--- src/rtl/poliriscv_imem_loader.sv ---
// Streams a length-prefixed, checksummed program into instruction memory while
// holding the core in reset, then releases the core once the frame verifies.
module poliriscv_imem_loader #(
  parameter int unsigned instructions = 256,
  localparam int unsigned AW = $clog2(instructions)
) (
  input  logic          clk,
  input  logic          rst,
  input  logic          start,
  input  logic          in_valid,
  input  logic [7:0]    in_data,
  output logic          in_ready,
  output logic          imem_we,
  output logic [AW-1:0] imem_waddr,
  output logic [31:0]   imem_wdata,
  output logic          core_rst,
  output logic          done,
  output logic          error,
  output logic [1:0]    err_code
);

  typedef enum logic [2:0] {
    StIdle,
    StLen0,
    StLen1,
    StData,
    StCsum,
    StDone,
    StErr
  } state_e;

  state_e        state_q, state_d;
  logic [7:0]    len_lo_q, len_lo_d;
  logic [AW-1:0] n_last_q, n_last_d;
  logic [AW-1:0] word_cnt_q, word_cnt_d;
  logic [1:0]    byte_idx_q, byte_idx_d;
  logic [7:0]    acc_q, acc_d;
  logic [23:0]   buf_q, buf_d;
  logic          we_q, we_d;
  logic [AW-1:0] waddr_q, waddr_d;
  logic [31:0]   wdata_q, wdata_d;
  logic [1:0]    err_code_q, err_code_d;

  logic          xfer;
  logic [15:0]   n_len;
  logic [15:0]   n_m1;

  assign in_ready   = (state_q == StLen0) || (state_q == StLen1) ||
                      (state_q == StData) || (state_q == StCsum);
  assign xfer       = in_valid && in_ready;
  assign n_len      = {in_data, len_lo_q};
  assign n_m1       = n_len - 16'd1;

  // Status levels decode the registered state, so core_rst falls on the edge entering DONE.
  assign done       = (state_q == StDone);
  assign error      = (state_q == StErr);
  assign core_rst   = (state_q != StDone);
  assign imem_we    = we_q;
  assign imem_waddr = waddr_q;
  assign imem_wdata = wdata_q;
  assign err_code   = err_code_q;

  always_comb begin
    state_d    = state_q;
    len_lo_d   = len_lo_q;
    n_last_d   = n_last_q;
    word_cnt_d = word_cnt_q;
    byte_idx_d = byte_idx_q;
    acc_d      = acc_q;
    buf_d      = buf_q;
    we_d       = 1'b0;
    waddr_d    = waddr_q;
    wdata_d    = wdata_q;
    err_code_d = err_code_q;

    unique case (state_q)
      StIdle, StDone, StErr: begin
        if (start) begin
          state_d    = StLen0;
          word_cnt_d = '0;
          byte_idx_d = '0;
          acc_d      = '0;
          err_code_d = 2'd0;
        end
      end
      StLen0: begin
        if (xfer) begin
          len_lo_d = in_data;
          state_d  = StLen1;
        end
      end
      StLen1: begin
        if (xfer) begin
          if (n_len == 16'd0 || 32'(n_len) > instructions) begin
            state_d    = StErr;
            err_code_d = 2'd1;
          end else begin
            n_last_d = n_m1[AW-1:0];
            state_d  = StData;
          end
        end
      end
      StData: begin
        if (xfer) begin
          acc_d      = acc_q + in_data;
          byte_idx_d = byte_idx_q + 2'd1;
          unique case (byte_idx_q)
            2'd0: buf_d[7:0]   = in_data;
            2'd1: buf_d[15:8]  = in_data;
            2'd2: buf_d[23:16] = in_data;
            2'd3: begin
              we_d       = 1'b1;
              waddr_d    = word_cnt_q;
              wdata_d    = {in_data, buf_q};
              word_cnt_d = word_cnt_q + 1'b1;
              // Leave before the counter can wrap when N equals the memory depth.
              if (word_cnt_q == n_last_q) state_d = StCsum;
            end
          endcase
        end
      end
      StCsum: begin
        if (xfer) begin
          if (in_data == acc_q) begin
            state_d = StDone;
          end else begin
            state_d    = StErr;
            err_code_d = 2'd2;
          end
        end
      end
      default: state_d = StIdle;
    endcase
  end

  always_ff @(posedge clk or posedge rst) begin
    if (rst) begin
      state_q    <= StIdle;
      len_lo_q   <= '0;
      n_last_q   <= '0;
      word_cnt_q <= '0;
      byte_idx_q <= '0;
      acc_q      <= '0;
      buf_q      <= '0;
      we_q       <= 1'b0;
      waddr_q    <= '0;
      wdata_q    <= '0;
      err_code_q <= 2'd0;
    end else begin
      state_q    <= state_d;
      len_lo_q   <= len_lo_d;
      n_last_q   <= n_last_d;
      word_cnt_q <= word_cnt_d;
      byte_idx_q <= byte_idx_d;
      acc_q      <= acc_d;
      buf_q      <= buf_d;
      we_q       <= we_d;
      waddr_q    <= waddr_d;
      wdata_q    <= wdata_d;
      err_code_q <= err_code_d;
    end
  end

endmodule

--- config.mk ---
export PLATFORM = sky130hd
export DESIGN_NAME = poliriscv_imem_loader
export DESIGN_NICKNAME = d
export VERILOG_FILES = /design/src/rtl/poliriscv_imem_loader.sv
export SDC_FILE = /design/constraint.sdc
export NUM_CORES = 1
export LEC_CHECK = 0
export BUFFER_PORTS_ARGS = -buffer_cell sky130_fd_sc_hd__buf_2
export CORE_MARGIN = 4
export CORE_UTILIZATION = 29
export DETAILED_ROUTE_END_ITERATION = 16
export PLACE_DENSITY = 0.52
export SLEW_MARGIN = 25
export SYNTH_ARGS = -nofsm -noshare
export SYNTH_HDL_FRONTEND = slang
export SYNTH_SLANG_ARGS = --single-unit
export TNS_END_PERCENT = 100
--- constraint.sdc ---
create_clock -name clk -period 4.98 [get_ports clk]
set_clock_uncertainty 0.05 [all_clocks]
set_input_delay 0.498 -clock clk [delete_from_list [all_inputs] [get_ports clk]]
set_output_delay 0.498 -clock clk [all_outputs]
set_load 0.02 [all_outputs]
==> results_dict.tcl, run 1 <==
set metrics [dict create \
    cp_max_fo 46 \
    gp_congestion 0.7598 \
    cts_buffer_depth 2 \
    gr-total-overflow 0 \
    core_area_sq_um 16120 \
    synth_top_area_frac 0.5390 \
    max-cap-violations 0 \
    switching_share 0.3597 \
    fin_nets 561 \
    vdd_ir_drop_max_v 0.0002096 \
    grt_pass1_wl_um 18580 \
    cp-start-kind "register" \
    arrival_ps 3140 \
    synth_most_common_cell "nand2_1" \
    grt_max_degree 54 \
    ant_nets 0 \
    initial_core_util 0.2996 \
    clock_latency_ps 350 \
    drc 0 \
    hold_violations 0 \
    cts_tree "yes" \
    p_switching_mw 1.038 \
    io_buffers 58 \
    wl_per_cell_um 14.63 \
    clock-sinks 104 \
    finalSetupViolations 0 \
    powerDensity_nw_per_um2 513.2 \
    synth_nets 509 \
    clkPwrFrac 0.238 \
    grt_antenna_before_repair 0 \
    timing.rr.start "state_q[1]" \
    clkTransAtPathRegs_ps 70 \
    slew_headroom 0.4806 \
    fillers 1647 \
    fin_crit_sh 0.5946 \
    die_y_um 137.0 \
    num_io_pins 59 \
    worst_pin_slew_ps 776.2 \
    combPwrFrac 0.315 \
    worstHoldPathType "primary input to async pin" \
    num_antenna_cells 0 \
    htree_levels 3 \
    drtPass1Iterations 4 \
    tns_ps 0 \
    syn_inst 483 \
    slew_violations 0 \
    ctsResizeCount 0 \
    syn_area_sq_um 4828 \
    ys_seq_area_frac 0.5390 \
    grt_pass1_vias 3504 \
    drt_iter0_drc 208 \
    synth_seq_cells 104 \
    syn_area_per_cell_sq_um 9.997 \
    cts_buffers 9 \
    synthTopCellsByArea "dfrtp_1 54%, nand2_1 12%, mux2_2 7.2%" \
    synth_area_leader_cell "dfrtp_1" \
    drive_above_1_share 0.2130 \
    worstPathRequired_ps 5160 \
    place_hpwl_um 7815 \
    p_leak_nw 2.821 \
    cts_root_buf "clkbuf_16" \
    rsz0062_at_grt "no" \
    whs_ps 190.0 \
    yosysWarnings 0 \
    status "completed" \
    fmax_mhz 337.7 \
    criticalPathCategory "register to register" \
    vias 3511 \
    rows 46 \
    post-cts-setup-buffers 0 \
    die_area_sq_um 18780 \
    routed_wl_um 11060 \
    area_delta_synth_final_pct 16.43 \
    seq_power_share 0.447 \
    grt_use_total 0.1264 \
    cp-startpoint "state_q[1]" \
    hold_buffers 0 \
    yosys-top-cells-count "150 x nand2_1, 104 x dfrtp_1, 31 x mux2_2, 24 x nor2_1, 17 x a21oi_1" \
    synth_edf_count 0 \
    die_w_um 137.0 \
    period_needed_ps 2961 \
    ys_async_sr_fraction 1.000 \
    cp-end-kind "register" \
    routed_via_density 4.644 \
    ys_types 48 \
    synth_ff_type "dfrtp_1" \
    power.internal_mw 1.847 \
]
[power by group through the flow]
stage / Sequential (mW) / Combinational [mW] / Clock, mW
2_1_floorplan: 1.30 / 0.669 / 0
3_3_place_gp: 1.30 / 0.898 / 0
3_5_place_dp: 1.31 / 0.919 / 0
4_1_cts: 1.29 / 0.924 / 0.707
5_1_grt: 1.33 / 1.02 / 0.742
6_report: 1.29 / 0.908 / 0.687
[final timing paths]
| kind | to | slack [ps] | cells after the start |
|---|---|---|---|
| worst max-delay path | word_cnt_q[7] | 2020 | 8 |
| worst min-delay path | imem_wdata[13] | 190 | 2 |
| worst max register to register | word_cnt_q[7] | 2020 | 8 |
| worst min register to register | imem_wdata[21] | 410 | 2 |
| max in group asynchronous | len_lo_q[3] | 3530 | 3 |
| min in group clk | err_code[1] | 390 | 2 |
[final cells by class]
| cell class | count | area, sq um | area share |
|---|---|---|---|
| clock inverter | 6 | 47.55 | 0.008458 |
| inverter | 11 | 43.79 | 0.007790 |
| timing repair buffer | 61 | 312.8 | 0.05564 |
| tap | 216 | 270.3 | 0.04807 |
| clock buffer | 10 | 239.0 | 0.04251 |
| sequential | 104 | 2603 | 0.4629 |
| multi-input combinational | 348 | 2106 | 0.3746 |
[per-stage QoR]
step                      setup slack [ps]  cells  power (mW)    util  instance area (sq um)
after floorplan                       1700    483       1.969       -                   4828
after global placement                2085    740       2.194  0.3311                   5335
after detailed placement              1966    740       2.228  0.3311                   5335
after CTS                             1966    756       2.923  0.3488                   5622
after global routing                  1618    756       3.096  0.3488                   5622
final                                 2019    756       2.885  0.3488                   5622
[registers in the layout, indices dropped and copies added, names as in the netlist]
signal and count:
imem_wdata 32, n_last_q 8, state_q 3, err_code 2, imem_waddr 8, buf_q 24
len_lo_q 8, acc_q 8, word_cnt_q 8, byte_idx_q 2, imem_we 1
[metal layers]
layer  up-vias  global-route usage  wire [um]
met4         0             0.04545        129
met1      1720              0.1674       5148
met5         -                   0          0
li1       1727                   -          -
met3        10             0.02574        462
met2        54              0.2052       5317
[placed cells by master (no fill, tap or decap), drive strengths merged, types with 3 or more instances in the layout]
master  netlist  layout
xor2         12      12
nand4         4       4
xnor2        16      16
nor3b         3       3
nor2         25      25
clkbuf       13      10
o21ai        14      14
buf           7      61
mux2         31      31
nand2       150     150
mux2i         5       5
dfrtp       104     104
o31ai         3       3
nor4          7       7
nand3         5       5
nor3          5       5
and3          3       3
a21oi        17      17
ha           13      13
inv          11      15
nand2b        5       5
o22ai         4       4
[critical path, stage by stage, from the launching register on]
cell and delay, ps:
dfrtp_1 760, nand2_1 300, nor2_4 300, nand2_1 80
buf_4 260, inv_2 600, o21ai_0 230, xor2_1 170
nor2_1 50
[kinds of logic (layout without fill, tap and decap cells)]
group                      count (synthesis)  in the layout  share of synthesized area
buffers and inverters                     31             88                    0.02488
AOI/OAI and AO/OA                         55             55                    0.07126
DFF                                      104            104                     0.5390
muxes                                     36             36                    0.08266
xor gates and xnor gates                  28             28                    0.05079
adders and majority gates                 14             14                    0.03783
and+or+nand+nor                          215            215                     0.1936
Note: power is estimated with default switching activity, not from simulation.
==> run 2, diff against run 1 <==
Clock period 4.98 ns to 2.8 ns, I/O delays scaled along.
==> results_dict.tcl, run 2 (synthesis gave the netlist of run 1 again) <==
set metrics [dict create \
    status "completed" \
    wl_per_cell_um 14.79 \
    rr_worst_depth 7 \
    area_delta_synth_final_pct 17.70 \
    place_hpwl_um 7680 \
    num_io_pins 59 \
    layout_commonest_cell "nand2_1" \
    die_y_um 137.0 \
    arrival_ps 2700 \
    die_w_um 137.0 \
    grt_pass1_vias 3498 \
    slew_headroom 0.5574 \
    post-cts-setup-buffers 0 \
    fin_nets 568 \
    io_buffers 58 \
    hold_violations 0 \
    final_cell_mix "150 x nand2_1, 104 x dfrtp_1, 58 x buf_2, 31 x mux2_2, 24 x nor2_1" \
    grt_use_total 0.1286 \
    finalSetupViolations 0 \
    max-cap-violations 0 \
    cp_max_fo 14 \
    powerDensity_nw_per_um2 915.8 \
    num_antenna_cells 0 \
    ant_nets 0 \
    p_leak_nw 2.856 \
    fillers 1668 \
    grt_pass1_wl_um 18730 \
    initial_core_util 0.2996 \
    slew_violations 0 \
    gr-total-overflow 0 \
    drt_iter0_drc 235 \
    worstPathRequired_ps 2980 \
    clock-sinks 104 \
    tns_ps 0 \
    clkTransAtPathRegs_ps 70 \
    drive_above_1_share 0.2230 \
    core_area_sq_um 16120 \
    cts_tree "yes" \
    fin_util 0.3526 \
    grt_max_degree 105 \
    drc 0 \
    clock_latency_ps 350 \
    drtPass1Iterations 4 \
    fmax_mhz 397.7 \
    period_needed_ps 2514 \
    hold_buffers 0 \
    largest_reg_flops 32 \
    criticalPathCategory "register to register" \
    htree_levels 3 \
    worst_pin_slew_ps 659.0 \
    routed_via_density 4.623 \
    place_area_sq_um 5401 \
    grt_antenna_before_repair 0 \
    cts_root_buf "clkbuf_16" \
    rows 46 \
    whs_ps 37.55 \
    ctsResizeCount 0 \
    cp-end-kind "register" \
    worstHoldPathType "primary input to async pin" \
    fin_crit_sh 0.8979 \
    cp-start-kind "register" \
    fin_area_sq_um 5683 \
    vias 3527 \
    cts_buffers 9 \
    gp_congestion 0.8199 \
    routed_wl_um 11280 \
    rsz0062_at_grt "no" \
    cts_buffer_depth 2 \
    die_area_sq_um 18780 \
    vdd_ir_drop_max_v 0.0003678 \
]
run 2: layout make-up:
cell class                      count  area [sq um]  share of cell area
Inverter                           11         45.04            0.007926
Multi-Input combinational cell    348          2106              0.3705
Timing Repair Buffer               68         377.9             0.06649
Sequential cell                   104          2603              0.4579
Tap cell                          216         270.3             0.04756
Clock buffer                       10         239.0             0.04205
Clock inverter                      6         42.54            0.007486
run 2: report_power, final:
part	switching (mW)	total [mW]	internal (mW)
logic	1.02	1.78	0.759
registers	0.289	2.21	1.92
clock network	0.581	1.21	0.633
total	1.89	5.20	3.31
run 2: worst paths after layout:
path                        startpoint  slack [ps]        endpoint
max reg2reg                len_lo_q[0]         290     n_last_q[0]
max in group asynchronous          rst        2260     n_last_q[0]
min                                rst          40  imem_wdata[14]
max                        len_lo_q[0]         290     n_last_q[0]
min in group clk                 start         170     err_code[1]
min reg2reg                  buf_q[15]         410  imem_wdata[15]
run 2: critical path, stage by stage, from the launching register on:
cell and delay [ps]:
dfrtp_1 400, inv_1 100, ha_1 260, nor3b_1 260, nand4_1 160, and2_1 260
nor4_4 510, mux2_2 410
run 2: stage by stage:
step | power [mW] | worst slack (ps) | instances
6_report | 5.205 | 285.8 | 763
5_1_grt | 5.575 | 100.3 | 763
4_1_cts | 5.278 | 281.6 | 763
3_5_place_dp | 4.032 | 293.7 | 747
2_1_floorplan | 3.503 | 789.1 | 483
3_3_place_gp | 3.991 | 416.8 | 747
run 2: layer usage:
metal  vias to the layer above  part of all wire  global-route usage
met4                         0             0.022             0.06042
met5                         -                 0                   0
met3                        18             0.031             0.02279
li1                       1739                 -                   -
met1                      1725              0.48              0.1703
met2                        45              0.47              0.2044
